==> src/rtl/mips_instr_encoder.sv <==
// mips_instr_encoder
//   Turns a symbolic instruction (selector plus register/immediate fields)
//   into a 32-bit MIPS word and streams it into instruction memory.
//   Writes start at a base address that is latched when a run starts.
//   A single registered output stage sits between the input and output
//   handshakes. A run is framed by start and a one-cycle done pulse.
// Ports
//   clk, rst          single clock, synchronous active-high reset
//   start, base_addr  begin a run (IDLE only), first write address
//   in_valid/in_ready input handshake; in_last marks the final instruction
//   in_sel            instruction selector (0..24 legal, 25..31 illegal)
//   in_rs/rt/rd/shamt register and shift-amount fields
//   in_imm, in_target immediate/offset and jump target fields
//   out_valid/ready   IMEM write handshake
//   out_addr/out_data IMEM write address and encoded word
//   count             legal words accepted in this run
//   err               sticky illegal-selector flag, cleared on start
//   done              one-cycle pulse when the run has fully drained
module mips_instr_encoder #(
  parameter int ADDR_W    = 10,
  parameter int MAX_WORDS = 1024
) (
  input  logic              clk,
  input  logic              rst,
  input  logic              start,
  input  logic [ADDR_W-1:0] base_addr,
  input  logic              in_valid,
  output logic              in_ready,
  input  logic              in_last,
  input  logic [4:0]        in_sel,
  input  logic [4:0]        in_rs,
  input  logic [4:0]        in_rt,
  input  logic [4:0]        in_rd,
  input  logic [4:0]        in_shamt,
  input  logic [15:0]       in_imm,
  input  logic [25:0]       in_target,
  output logic              out_valid,
  input  logic              out_ready,
  output logic [ADDR_W-1:0] out_addr,
  output logic [31:0]       out_data,
  output logic [ADDR_W:0]   count,
  output logic              err,
  output logic              done
);

  localparam logic [1:0] IDLE  = 2'd0;
  localparam logic [1:0] RUN   = 2'd1;
  localparam logic [1:0] DRAIN = 2'd2;

  localparam logic [ADDR_W:0] MaxCnt = (ADDR_W+1)'(MAX_WORDS);

  logic [1:0]        state_q, state_d;
  logic [ADDR_W-1:0] base_q, base_d;
  logic [ADDR_W:0]   count_q, count_d;
  logic              err_q, err_d;
  logic              out_valid_q, out_valid_d;
  logic [ADDR_W-1:0] out_addr_q, out_addr_d;
  logic [31:0]       out_data_q, out_data_d;

  logic              accept;
  logic              legal;
  logic [31:0]       encoded;
  logic [ADDR_W:0]   count_inc;

  // Bubble-free input: a new word can enter whenever the output stage is
  // empty or is being emptied this very cycle.
  assign in_ready  = (state_q == RUN) && (!out_valid_q || out_ready);
  assign accept    = in_valid && in_ready;
  assign count_inc = count_q + 1'b1;

  assign out_valid = out_valid_q;
  assign out_addr  = out_addr_q;
  assign out_data  = out_data_q;
  assign count     = count_q;
  assign err       = err_q;
  // The run is over once DRAIN finds the output stage empty; the state
  // returns to IDLE on the same edge, so this is high for one cycle only.
  assign done      = (state_q == DRAIN) && !out_valid_q;

  // Selector to machine word. Shifts take no rs and the other R-types take
  // no shamt, so those fields are forced to zero rather than passed through.
  always_comb begin
    encoded = 32'h0;
    legal   = 1'b1;
    case (in_sel)
      5'd0:  encoded = {6'h00, in_rs, in_rt, in_rd, 5'd0, 6'h20};
      5'd1:  encoded = {6'h00, in_rs, in_rt, in_rd, 5'd0, 6'h21};
      5'd2:  encoded = {6'h00, in_rs, in_rt, in_rd, 5'd0, 6'h22};
      5'd3:  encoded = {6'h00, in_rs, in_rt, in_rd, 5'd0, 6'h23};
      5'd4:  encoded = {6'h00, in_rs, in_rt, in_rd, 5'd0, 6'h24};
      5'd5:  encoded = {6'h00, in_rs, in_rt, in_rd, 5'd0, 6'h25};
      5'd6:  encoded = {6'h00, in_rs, in_rt, in_rd, 5'd0, 6'h26};
      5'd7:  encoded = {6'h00, in_rs, in_rt, in_rd, 5'd0, 6'h27};
      5'd8:  encoded = {6'h00, in_rs, in_rt, in_rd, 5'd0, 6'h2A};
      5'd9:  encoded = {6'h00, in_rs, in_rt, in_rd, 5'd0, 6'h2B};
      5'd10: encoded = {6'h00, 5'd0, in_rt, in_rd, in_shamt, 6'h00};
      5'd11: encoded = {6'h00, 5'd0, in_rt, in_rd, in_shamt, 6'h02};
      5'd12: encoded = {6'h00, 5'd0, in_rt, in_rd, in_shamt, 6'h03};
      5'd13: encoded = {6'h09, in_rs, in_rt, in_imm};
      5'd14: encoded = {6'h0A, in_rs, in_rt, in_imm};
      5'd15: encoded = {6'h0B, in_rs, in_rt, in_imm};
      5'd16: encoded = {6'h0C, in_rs, in_rt, in_imm};
      5'd17: encoded = {6'h0D, in_rs, in_rt, in_imm};
      5'd18: encoded = {6'h0E, in_rs, in_rt, in_imm};
      5'd19: encoded = {6'h0F, 5'd0, in_rt, in_imm};
      5'd20: encoded = {6'h23, in_rs, in_rt, in_imm};
      5'd21: encoded = {6'h2B, in_rs, in_rt, in_imm};
      5'd22: encoded = {6'h04, in_rs, in_rt, in_imm};
      5'd23: encoded = {6'h05, in_rs, in_rt, in_imm};
      5'd24: encoded = {6'h02, in_target};
      default: legal = 1'b0;
    endcase
  end

  // Run control and output stage. A completed write empties the stage
  // unless a fresh word is loaded on the same cycle. Illegal selectors are
  // swallowed without a write but still honour in_last.
  always_comb begin
    state_d     = state_q;
    base_d      = base_q;
    count_d     = count_q;
    err_d       = err_q;
    out_valid_d = out_valid_q;
    out_addr_d  = out_addr_q;
    out_data_d  = out_data_q;
    if (out_valid_q && out_ready) out_valid_d = 1'b0;
    case (state_q)
      IDLE: begin
        if (start) begin
          state_d = RUN;
          base_d  = base_addr;
          count_d = '0;
          err_d   = 1'b0;
        end
      end
      RUN: begin
        if (accept) begin
          if (legal) begin
            out_valid_d = 1'b1;
            out_data_d  = encoded;
            out_addr_d  = base_q + count_q[ADDR_W-1:0];
            count_d     = count_inc;
          end else begin
            err_d = 1'b1;
          end
          if (in_last || (legal && count_inc == MaxCnt)) state_d = DRAIN;
        end
      end
      DRAIN: begin
        if (!out_valid_q) state_d = IDLE;
      end
      default: state_d = IDLE;
    endcase
  end

  always_ff @(posedge clk) begin
    if (rst) begin
      state_q     <= IDLE;
      base_q      <= '0;
      count_q     <= '0;
      err_q       <= 1'b0;
      out_valid_q <= 1'b0;
      out_addr_q  <= '0;
      out_data_q  <= '0;
    end else begin
      state_q     <= state_d;
      base_q      <= base_d;
      count_q     <= count_d;
      err_q       <= err_d;
      out_valid_q <= out_valid_d;
      out_addr_q  <= out_addr_d;
      out_data_q  <= out_data_d;
    end
  end

endmodule

==> config.mk <==
export PLATFORM = sky130hd
export DESIGN_NAME = mips_instr_encoder
export DESIGN_NICKNAME = d
export VERILOG_FILES = /design/src/rtl/mips_instr_encoder.sv
export SDC_FILE = /design/constraint.sdc
export NUM_CORES = 1
export LEC_CHECK = 0
export BUFFER_PORTS_ARGS = -buffer_cell sky130_fd_sc_hd__buf_2
export CAP_MARGIN = 20
export CORE_MARGIN = 5
export CORE_UTILIZATION = 49
export CTS_CLUSTER_DIAMETER = 80
export DETAILED_ROUTE_END_ITERATION = 10
export PLACE_DENSITY_LB_ADDON = 0.3
export SLEW_MARGIN = 20
export SYNTH_ARGS = -nofsm -noshare
export SYNTH_HDL_FRONTEND = slang
export SYNTH_SLANG_ARGS = --single-unit
export TNS_END_PERCENT = 5
==> constraint.sdc <==
create_clock -name clk -period 2.7 [get_ports clk]
set_input_delay 0.54 -clock clk [delete_from_list [all_inputs] [get_ports clk]]
set_output_delay 0.54 -clock clk [all_outputs]
set_load 0.005 [all_outputs]
### Word level (Yosys, flattened, before mapping)

Index checks and enable logic that the tools add are counted.

* $add $sub $neg: 2
* eq/ne operators: 33
* mux-type cells: 19
* reduce and logical (&&, ||, !) cells: 17

Operators with widths (number)
* one-hot mux 32 bit (25 select lines): 1
* equality test 5 bit (second input constant): 9
* equality test 5 x 4 -> 1 bit (second input constant): 8
* 2-to-1 mux 11 bit: 3
* OR reduction 25 bit: 1
* one-hot mux 11 bit (2 select lines): 1
* equality test 5 x 3 -> 1 bit (second input constant): 4
* AND reduction 4 bit: 3
* adder 11 x 1 -> 11 bit (second input constant): 1
* equality test 11 bit (second input constant): 1
* adder 10 bit: 1
* equality test 5 x 2 -> 1 bit (second input constant): 2
* inequality test 2 bit (second input constant): 5
* 2-to-1 mux 1 bit: 8
* 2-to-1 mux 2 bit: 4
* one-hot mux 2 bit (3 select lines): 1
* equality test 5 x 1 -> 1 bit (second input constant): 1
* logical AND 1 bit: 5
* zero test 5 bit: 1
* AND reduction 3 bit: 1
* equality test 2 x 1 -> 1 bit (second input constant): 1
* equality test 2 bit (second input constant): 1
* zero test 2 bit: 1
* logical OR 1 bit: 2
* 5 further kinds: 5

* register bits after elaboration: 67
* input port bits: 83
* output and inout bits: 57
* logic and storage cells: 78

### Depth between registers and ports, before layout

Gate-level depths: netlist of the first run.

* word-level depth: 8
* gate-level depth with buffers: 9
* gate-level depth less buffers: 8

### Least setup slack after synthesis of the first run

Ideal clock, no wire load.

* path type: reg2reg
* from: reg count_q[1] (netlist: count[1])
* to: reg state_q[1]
* setup time: 91 ps
* data arrival time: 1918 ps
* data required time: 2609 ps
* setup slack: 691 ps
* stages on the path, launching flop included: 7
* buffers on the path: 0
* period minus slack after synthesis: 2009 ps
* path through: dfxtp_1 -> ha_1 -> nand3_1 -> or3_1 -> a211oi_1 -> o2111ai_1 -> a311oi_1

* cells in the longest elaborated chain, start to end: 6

RTL lines
* from (decl): line 54 `logic [ADDR_W:0] count_q, count_d;`
* from (signal assigned): line 168 `count_q <= count_d;`
* adder 11 x 1 -> 11 bit: line 69 `assign count_inc = count_q + 1'b1;`
* equality test 11 bit: line 146 `if (in_last || (legal && count_inc == MaxCnt)) state_d = DRAIN;`
* logical AND 1 bit: line 146
* logical OR 1 bit: line 146
* inequality test 2 x 1 -> 1 bit (no line)
* AND reduction 4 bit (no line)
* to (signal assigned): line 166 `state_q <= state_d;`
* to (decl): line 52 `logic [1:0] state_q, state_d;`

Every way passes these cells.
A chain may end at the register's enable or synchronous reset.

### Worst setup path in the final report of the first run

* from: reg count_q[0] (netlist: count[0])
* to: reg out_addr_q[6] (netlist: out_addr[6])

* cells in the longest elaborated chain, start to end: 1

RTL lines
* adder 10 bit: line 141 `out_addr_d = base_q + count_q[ADDR_W-1:0];`
* to (signal assigned): line 171 `out_addr_q <= out_addr_d;`
* to (decl): line 57 `logic [ADDR_W-1:0] out_addr_q, out_addr_d;`

Every way passes these cells.

==> flow_summary.json, run 1 <==
{
  "path_clk_slew_ns": 0.08,
  "area_growth_pct": 25.74,
  "crit_required_ns": 2.94,
  "placement_rows": 31,
  "finalMaxSlewViolations": 0,
  "clockRootBuffer": "clkbuf_8",
  "cp_slowest_stage_delay_ns": 0.41,
  "rrSetupSlack_ns": 0.53,
  "drt_first_pass_iters": 5,
  "netlist.area_leader.share_pct": 36.14,
  "p_leak_nw": 1.980,
  "die-area_um2": 9289,
  "track_usage_pct": 23.43,
  "vdd_drop_max_uv": 267.0,
  "cts_resized": 0,
  "drive_gt1_share_pct": 29.50,
  "overflow": 0,
  "clk_path_buf_depth": 2,
  "cts_hold_buf": 0,
  "ys_seq_area_share_pct": 36.14,
  "drc": 0,
  "yosysWarnings": 0,
  "max_freq_ghz": 0.4598,
  "grt_pass1_wl_mm": 17.20,
  "cts_tree": "built",
  "grt_max_degree": 42,
  "cp_max_fo": 10,
  "io_buffers": 138,
  "gp_congestion": 0.8889,
  "slowest_stage": "fa_1",
  "vias": 3977,
  "final_area_um2": 4597,
  "holdCritPathClass": "in -> reg",
  "setup_viol_count_final": 0,
  "wl_per_cell_um": 15.69,
  "numCtsBuffers": 9,
  "antenna_found_initial": 0,
  "die_h_um": 96.38,
  "worst_ep_arrival_time_ns": 2.42,
  "fin_tns_setup_ns": 0,
  "power_density_nw_per_um2": 496.6,
  "start_util_pct": 50.41,
  "fin_skew_ns": 0.007928,
  "hold_viol": 0,
  "max-cap-violations": 0,
  "viasPerCell": 5.831,
  "cts_num_sinks": 66,
  "worst_slack_ns": 0.5251,
  "syn_avg_cell_area_um2": 8.000,
  "netlist_area_um2": 3656,
  "synth_edf_count": 0,
  "ios": 140,
  "outcome": "completed",
  "synthesis.nets": 552,
  "relSlewSlack_pct": 62.56,
  "finalCritPeriodShare_pct": 80.55,
  "die-width_um": 96.38,
  "hpwl_mm": 7.862,
  "clock_latency_ns": 0.35,
  "crit_chain": "buf_4 -> ha_1 -> inv_1 -> fa_1 -> nor2b_1 -> o21a_1 -> o21a_1 -> o21ai_0 -> a211o_1",
  "first_global_vias": 3880,
  "pre_cts_ws_ns": 0.3084,
  "multi_input_area_um2": 2132,
  "rsz0062_at_grt": "false",
  "synth_cell_types": 56,
  "seq_area_um2": 1321,
  "synthCells": 457,
  "core_um2": 7253,
  "critPathKind": "reg -> reg",
  "routed_wl_mm": 10.70,
  "ys_ff_latch": 66,
  "cp_common_cell": "o21a_1",
  "nFillCells": 661,
  "nNetsFinal": 673,
  "cts_setup_buffers": 0,
  "final_antenna_net_count": 0,
  "worst-slew-pin-transition_ns": 0.5616,
  "synth.area.top_cells": "dfxtp_1, nor2_1, a211oi_1",
  "endpoint_kind": "flop",
  "drt_iter0_markers": 227,
  "antenna_cells": 0,
  "synth-async-reset-ratio_pct": 0,
  "post-route-util_pct": 63.38,
  "worstSetupStartpointType": "flop",
  "dpl_cell_area_um2": 4393,
  "netlist.top_cell.by_area": "dfxtp_1",
  "htreeDepth": 3,
  "finalCriticalPeriod_ns": 2.175,
  "ys.flop_type": "dfxtp_1"
}
-- metrics by stage --
| step | hold slack [ns] | power (mW) | cells |
|---|---|---|---|
| floorplan | 0.4400 | 1.292 | 457 |
| global placement | 0.4450 | 1.443 | 666 |
| detailed placement | 0.4418 | 1.454 | 666 |
| CTS | 0.4183 | 2.293 | 682 |
| global route | 0.4190 | 2.383 | 682 |
| finish | 0.4287 | 2.283 | 682 |
-- where the power goes --
part / switching, mW / leakage, nW / internal [mW]
Sequential: 0.0301 / 0.537 / 1.02
Clock: 0.399 / 0.0945 / 0.451
Combinational: 0.216 / 1.35 / 0.166
Total: 0.645 / 1.98 / 1.64
-- synthesized netlist by cell type, types with 8 or more instances --
master,n
a211oi_1,21
a221oi_1,14
a21oi_1,31
a222oi_1,11
ha_1,11
dfxtp_1,66
nor2_1,53
nor2b_1,8
buf_2,19
clkbuf_1,18
o21ai_0,20
nand3_1,10
nor3_1,25
inv_1,8
nand2_1,42
-- layout by cell type, fill, tap and decap left out, types with 2 or more instances in the layout --
master      instances
a2111oi_0           2
a211o_1             2
a211oi_1           21
a21o_1              3
a21oi_1            31
a221oi_1           14
a222oi_1           11
a22oi_1             2
a311o_1             2
a311oi_1            5
a31oi_1             5
a41oi_1             3
and2_1              2
and3_1              7
buf_2             138
buf_4              10
clkbuf_8           10
clkinvlp_4          3
dfxtp_1            66
ha_1               11
inv_1               8
nand2_1            42
nand2b_1            5
nand3_1            10
nand3b_1            4
nand4_1             6
nor2_1             53
nor2b_1             8
nor3_1             25
nor3b_1             3
o211a_1             2
o211ai_1            4
o21a_1              7
o21ai_0            20
o31ai_1             2
or2_2               3
or3_1               7
or4_1               2
xnor2_1             2
-- cells by family after synthesis --
family                     synth area share [%]
buffers and inverters                     5.578
muxes                                    0.3080
adders and majority gates                 4.312
AOI/OAI and AO/OA                         28.03
other                                    0.1026
DFF                                       36.14
xor gates and xnor gates                 0.7188
and+or+nand+nor                           24.81
-- critical path, delay by kind of cell, from the launching register on --
kind | cells | cell delay [ns]
AND/OR/NAND/NOR | 1 | 0.13
buffers and inverters | 2 | 0.23
adder cells (fa/ha/maj) | 2 | 0.59
AO/OA/AOI/OAI | 4 | 0.77
flip-flops | 1 | 0.35
-- registers in the layout, summed over array words and instances (netlist names) --
signal / cells
base_q: 10
out_valid: 1
count: 11
out_addr: 10
state_q: 2
err: 1
out_data: 31
-- cell type report --
| cell class | count | share of cell area [%] |
|---|---|---|
| repair buffers | 149 | 17.09 |
| inverters | 8 | 0.6532 |
| multi-input cells | 344 | 46.38 |
| flip-flops and latches | 66 | 28.74 |
| clock buffers | 10 | 2.994 |
| clock inverters | 6 | 1.443 |
| well taps | 99 | 2.695 |
-- routing by layer --
metal | vias to the layer above | wire length, um | global-route usage, %
met3 | 14 | 970 | 7.746
met1 | 1848 | 4444 | 28.05
met5 | - | 0 | 0
li1 | 1956 | - | -
met4 | 0 | 179 | 8.294
met2 | 159 | 5104 | 39.22
-- final timing paths --
path                 from     endpoint  depth (start not counted)
min          base_addr[1]    base_q[1]                          3
min reg2reg   out_addr[4]  out_addr[4]                          2
max              count[0]  out_addr[6]                          9
max reg2reg      count[0]  out_addr[6]                          9
Power figures use the tool's default switching activity.
==> run 2: changes to the inputs <==
==> constraint.sdc (replaced) <==
create_clock -name clk -period 2.1 [get_ports clk]
set_input_delay 0.42 -clock clk [delete_from_list [all_inputs] [get_ports clk]]
set_output_delay 0.42 -clock clk [all_outputs]
set_load 0.005 [all_outputs]
==> run 2 against run 1 <==
Compared with the run above:
- worst hold slack worse by 0.11 ns
- sequential power up 29%
- die area stayed put
- combinational power increased by 38%
- flip-flop and latch count did not move
- setup slack got worse by 0.41 ns
- first-iteration DRC count increased by 13%
- critical path type unchanged
- critical path depth is 1 lower
- global-route usage is 0.32 points higher
- clock skew hardly changed
- utilization up 2.2 points
==> flow_summary.json, run 2 (synthesized netlist as in run 1, its figures left out) <==
{
  "cts_tree": "built",
  "area_growth_pct": 30.05,
  "overflow": 0,
  "instances_no_fill": 700,
  "ios": 140,
  "final_cell_mix": "buf_2, dfxtp_1, nor2_1",
  "drt_iter0_markers": 256,
  "gp_congestion": 0.9261,
  "nFillCells": 650,
  "post-route-util_pct": 65.55,
  "worstSetupStartpoint": "count[0]",
  "endpoint_kind": "flop",
  "grt_pass1_wl_mm": 17.62,
  "numCtsBuffers": 9,
  "cp_max_fo": 3,
  "wl_per_cell_um": 15.70,
  "drive_gt1_share_pct": 32.28,
  "min-delay-start": "base_addr[7]",
  "use_met1_pct": 29.06,
  "track_usage_pct": 23.75,
  "finalCriticalPeriod_ns": 1.983,
  "relSlewSlack_pct": 64.45,
  "clockRootBuffer": "clkbuf_8",
  "die-area_um2": 9289,
  "antenna_found_initial": 0,
  "fin_tns_setup_ns": 0,
  "outcome": "completed",
  "clock_latency_ns": 0.34,
  "drt_first_pass_iters": 7,
  "worst_ep_arrival_time_ns": 2.21,
  "hold_viol": 0,
  "drc": 0,
  "vias": 4123,
  "critPathKind": "reg -> reg",
  "dp.cells": 684,
  "grtUsageMet2_pct": 39.74,
  "crit_required_ns": 2.33,
  "worst-slew-pin-transition_ns": 0.5332,
  "die_h_um": 96.38,
  "viasPerCell": 5.890,
  "core_um2": 7253,
  "mostFrequentLayoutCell": "buf_2",
  "placement_rows": 31,
  "use_met3_pct": 6.042,
  "first_global_vias": 3959,
  "worstSetupStartpointType": "flop",
  "largest_reg_flops": 31,
  "io_buffers": 138,
  "rsz0062_at_grt": "false",
  "finalMaxSlewViolations": 0,
  "cts_num_sinks": 66,
  "cts_hold_buf": 0,
  "hpwl_mm": 8.245,
  "power_density_nw_per_um2": 641.7,
  "routed_wl_mm": 10.99,
  "grt_max_degree": 48,
  "clk_path_buf_depth": 2,
  "final_antenna_net_count": 0,
  "r2r-start": "count[0]",
  "p_leak_nw": 2.083,
  "vdd_drop_max_uv": 500.8,
  "path_clk_slew_ns": 0.07,
  "holdCritPathClass": "in -> reg",
  "start_util_pct": 50.41,
  "finalCritPeriodShare_pct": 94.44,
  "max_freq_ghz": 0.5042,
  "die-width_um": 96.38,
  "htreeDepth": 3,
  "setup_viol_count_final": 0,
  "fin_skew_ns": 0.008216,
  "grt_busiest_layer": "met2",
  "max-cap-violations": 0,
  "cts_setup_buffers": 0,
  "nNetsFinal": 691,
  "antenna_cells": 0
}
[run 2: cell count changes in the layout (fill, tap and decap cells not counted), sizes merged]
cell and change:
clkinvlp -2, clkbuf +1, buf +18, bufinv +1
[run 2: cell type report]
type,count,area [um2],share of cell area [%]
multi-input combinational,344,2135,44.89
sequential,66,1326,27.89
timing repair buffer,167,920.9,19.37
clock buffer,11,141.4,2.974
tap,99,123.9,2.605
clock inverter,5,77.57,1.632
inverter,8,30.03,0.6316
[run 2: worst paths after layout]
path              slack, ns  cells past startpoint          end
setup / recovery       0.12                      8  out_addr[6]
hold / removal         0.32                      3    base_q[7]
setup reg to reg       0.12                      8  out_addr[6]
hold reg to reg        0.46                      2  out_addr[3]
[run 2: per-stage QoR]
stage                     total power [mW]  setup WS [ns]  hold slack, ns  area, um2
after floorplan                      1.662        0.09054          0.4400       3656
after CTS                            3.067         0.1094          0.3010       4747
after detailed placement             1.895       -0.04773          0.4524       4528
after global placement               1.878        0.03182          0.4434       4528
final                                3.051         0.1168          0.3155       4755
after global routing                 3.187        0.01498          0.3188       4755
[run 2: critical path: stages (launching register included)]
cell     delay, ns
dfxtp_2       0.35
ha_1          0.17
inv_1         0.06
fa_1          0.41
nor2b_1       0.14
o21a_1        0.17
o21a_1        0.17
o21ai_0       0.14
a211o_1       0.27
[run 2: repair_timing]
action,4_1_cts,5_1_grt
endpoints found under the hold margin,0,0
endpoints found under the setup margin,0,3
gates resized for setup,0,5
[run 2: power by group]
| group | total, mW | internal [mW] | leakage (nW) | switching (mW) |
|---|---|---|---|---|
| clock | 1.18 | 0.697 | 0.109 | 0.483 |
| combinational | 0.526 | 0.234 | 1.43 | 0.292 |
| sequential | 1.35 | 1.31 | 0.539 | 0.0320 |
[run 2: metal layers]
layer  routed length [um]  part of all wire (%)
met5                    0                     0
met2                 5250                    48
met3                 1079                   9.8
met1                 4438                    40
met4                  220                   2.0
==> run 3: changes to the inputs <==
--- a/config.mk
+++ b/config.mk
@@ -12,6 +12,7 @@
 export CTS_CLUSTER_DIAMETER = 80
 export DETAILED_ROUTE_END_ITERATION = 10
 export PLACE_DENSITY_LB_ADDON = 0.3
+export RECOVER_POWER = 100
 export SLEW_MARGIN = 20
 export SYNTH_ARGS = -nofsm -noshare
 export SYNTH_HDL_FRONTEND = slang
==> run 3 against run 2 <==
Compared with the run above:
- sequential share of layout area up 0.46 points
- power shrank 0.60%
- die area unchanged
- global-route usage did not move
- via count fell by 0.85%
- utilization decreased by 1.1 points
- register-to-register slack is essentially flat
- flip-flop and latch count unchanged
- critical path type unchanged
- largest cell class unchanged
- first-iteration DRC count decreased by 11%
- non-clock buffer count is the same
- worst hold slack better by 0.00087 ns
- maximum frequency grew 0.11%
==> flow_summary.json, run 3 (synthesized netlist as in run 1, its figures left out) <==
{
  "fin_skew_ns": 0.007236,
  "cts_hold_buf": 0,
  "clockRootBuffer": "clkbuf_8",
  "crit_required_ns": 2.33,
  "track_usage_pct": 23.75,
  "final_cell_mix": "buf_2, dfxtp_1, nor2_1",
  "dp.cells": 684,
  "drive_gt1_share_pct": 24.79,
  "max_freq_ghz": 0.5048,
  "gp_congestion": 0.9261,
  "outcome": "completed",
  "fin_tns_setup_ns": 0,
  "holdCritPathClass": "in -> reg",
  "antenna_cells": 0,
  "cp_slowest_stage_delay_ns": 0.41,
  "relSlewSlack_pct": 56.70,
  "whs_ns": 0.3164,
  "max-cap-violations": 0,
  "grt_pass1_wl_mm": 17.62,
  "p_switching_mw": 0.8056,
  "ios": 140,
  "path_clk_slew_ns": 0.07,
  "core_um2": 7253,
  "pwr-share-comb_pct": 16.7,
  "drt_first_pass_iters": 6,
  "area_growth_pct": 27.96,
  "worstSetupStartpointType": "flop",
  "worst_ep_arrival_time_ns": 2.21,
  "rsz0062_at_grt": "false",
  "numCtsBuffers": 9,
  "vias": 4088,
  "total_power_mw": 3.033,
  "critPathKind": "reg -> reg",
  "overflow": 0,
  "slowest_stage": "fa_1",
  "vdd_drop_max_uv": 496.3,
  "clock_latency_ns": 0.34,
  "antenna_found_initial": 0,
  "power_density_nw_per_um2": 648.3,
  "cts_tree": "built",
  "seqPwrFrac_pct": 44.4,
  "p_leak_nw": 1.907,
  "start_util_pct": 50.41,
  "worst-slew-pin-transition_ns": 0.6495,
  "routed_wl_mm": 10.94,
  "crit_chain": "ha_1 -> inv_1 -> fa_1 -> nor2b_1 -> o21a_1 -> o21a_1 -> o21ai_0 -> a211o_1",
  "cp_common_cell": "o21a_1",
  "die-width_um": 96.38,
  "drt_iter0_markers": 228,
  "final_antenna_net_count": 0,
  "dpl_cell_area_um2": 4528,
  "finalCriticalPeriod_ns": 1.981,
  "pwr-share-clk_pct": 38.9,
  "instances_no_fill": 700,
  "io_buffers": 138,
  "cts_setup_buffers": 0,
  "mostFrequentLayoutCell": "buf_2",
  "hpwl_mm": 8.245,
  "finalMaxSlewViolations": 0,
  "cts_num_sinks": 66,
  "viasPerCell": 5.840,
  "largest_reg_flops": 31,
  "first_global_vias": 3959,
  "clk_path_buf_depth": 2,
  "grt_max_degree": 48,
  "final_area_um2": 4678,
  "cp_max_fo": 3,
  "worst_slack_ns": 0.1190,
  "drc": 0,
  "wl_per_cell_um": 15.63,
  "endpoint_kind": "flop",
  "die_h_um": 96.38,
  "post-route-util_pct": 64.50,
  "die-area_um2": 9289,
  "placement_rows": 31,
  "setup_viol_count_final": 0,
  "nNetsFinal": 691,
  "hold_viol": 0,
  "cts_resized": 0,
  "p_sw_share_pct": 26.56,
  "finalCritPeriodShare_pct": 94.33,
  "internal_power_mw": 2.227,
  "pre_cts_ws_ns": -0.04773,
  "htreeDepth": 3
}
-- run 3: cell types whose count changed in the layout (fill, tap and decap cells not counted), sizes merged --
cell	delta
buf	-43
clkbuf	+43
-- run 3: worst max-delay path, delay by kind of cell (launching register included) --
kind	cells	cell delay, ns
simple gates	1	0.14
fa+ha+maj	2	0.57
buf+inv	1	0.06
flops	1	0.35
compound gates	4	0.75
-- run 3: power by group through the flow --
| stage | combinational (mW) | sequential (mW) | clock, mW |
|---|---|---|---|
| 2_1_floorplan | 0.286 | 1.38 | 0 |
| 3_3_place_gp | 0.508 | 1.37 | 0 |
| 3_5_place_dp | 0.523 | 1.37 | 0 |
| 4_1_cts | 0.525 | 1.35 | 1.20 |
| 5_1_grt | 0.567 | 1.35 | 1.25 |
| 6_report | 0.508 | 1.35 | 1.18 |
-- run 3: cell type report --
cell class                      count  area (um2)
Timing Repair Buffer              167       848.3
Clock buffer                       11       141.4
Inverter                            8       30.03
Clock inverter                      5       77.57
Tap cell                           99       123.9
Multi-Input combinational cell    344        2131
Fill cell                         667        2575
Sequential cell                    66        1326
-- run 3: per-layer routing --
| layer | share of wire [%] | GRT usage, % |
|---|---|---|
| met5 | 0 | 0 |
| met4 | 1.9 | 9.696 |
| met3 | 9.8 | 6.042 |
| met2 | 48 | 39.74 |
| met1 | 40 | 29.06 |
-- run 3: path summary, 6_finish.rpt --
kind	start	endpoint	slack, ns	depth (start not counted)
hold reg to reg	out_addr[4]	out_addr[4]	0.46	2
setup / recovery	count[0]	out_addr[6]	0.12	8
setup reg to reg	count[0]	out_addr[6]	0.12	8
hold / removal	base_addr[7]	base_q[7]	0.32	3
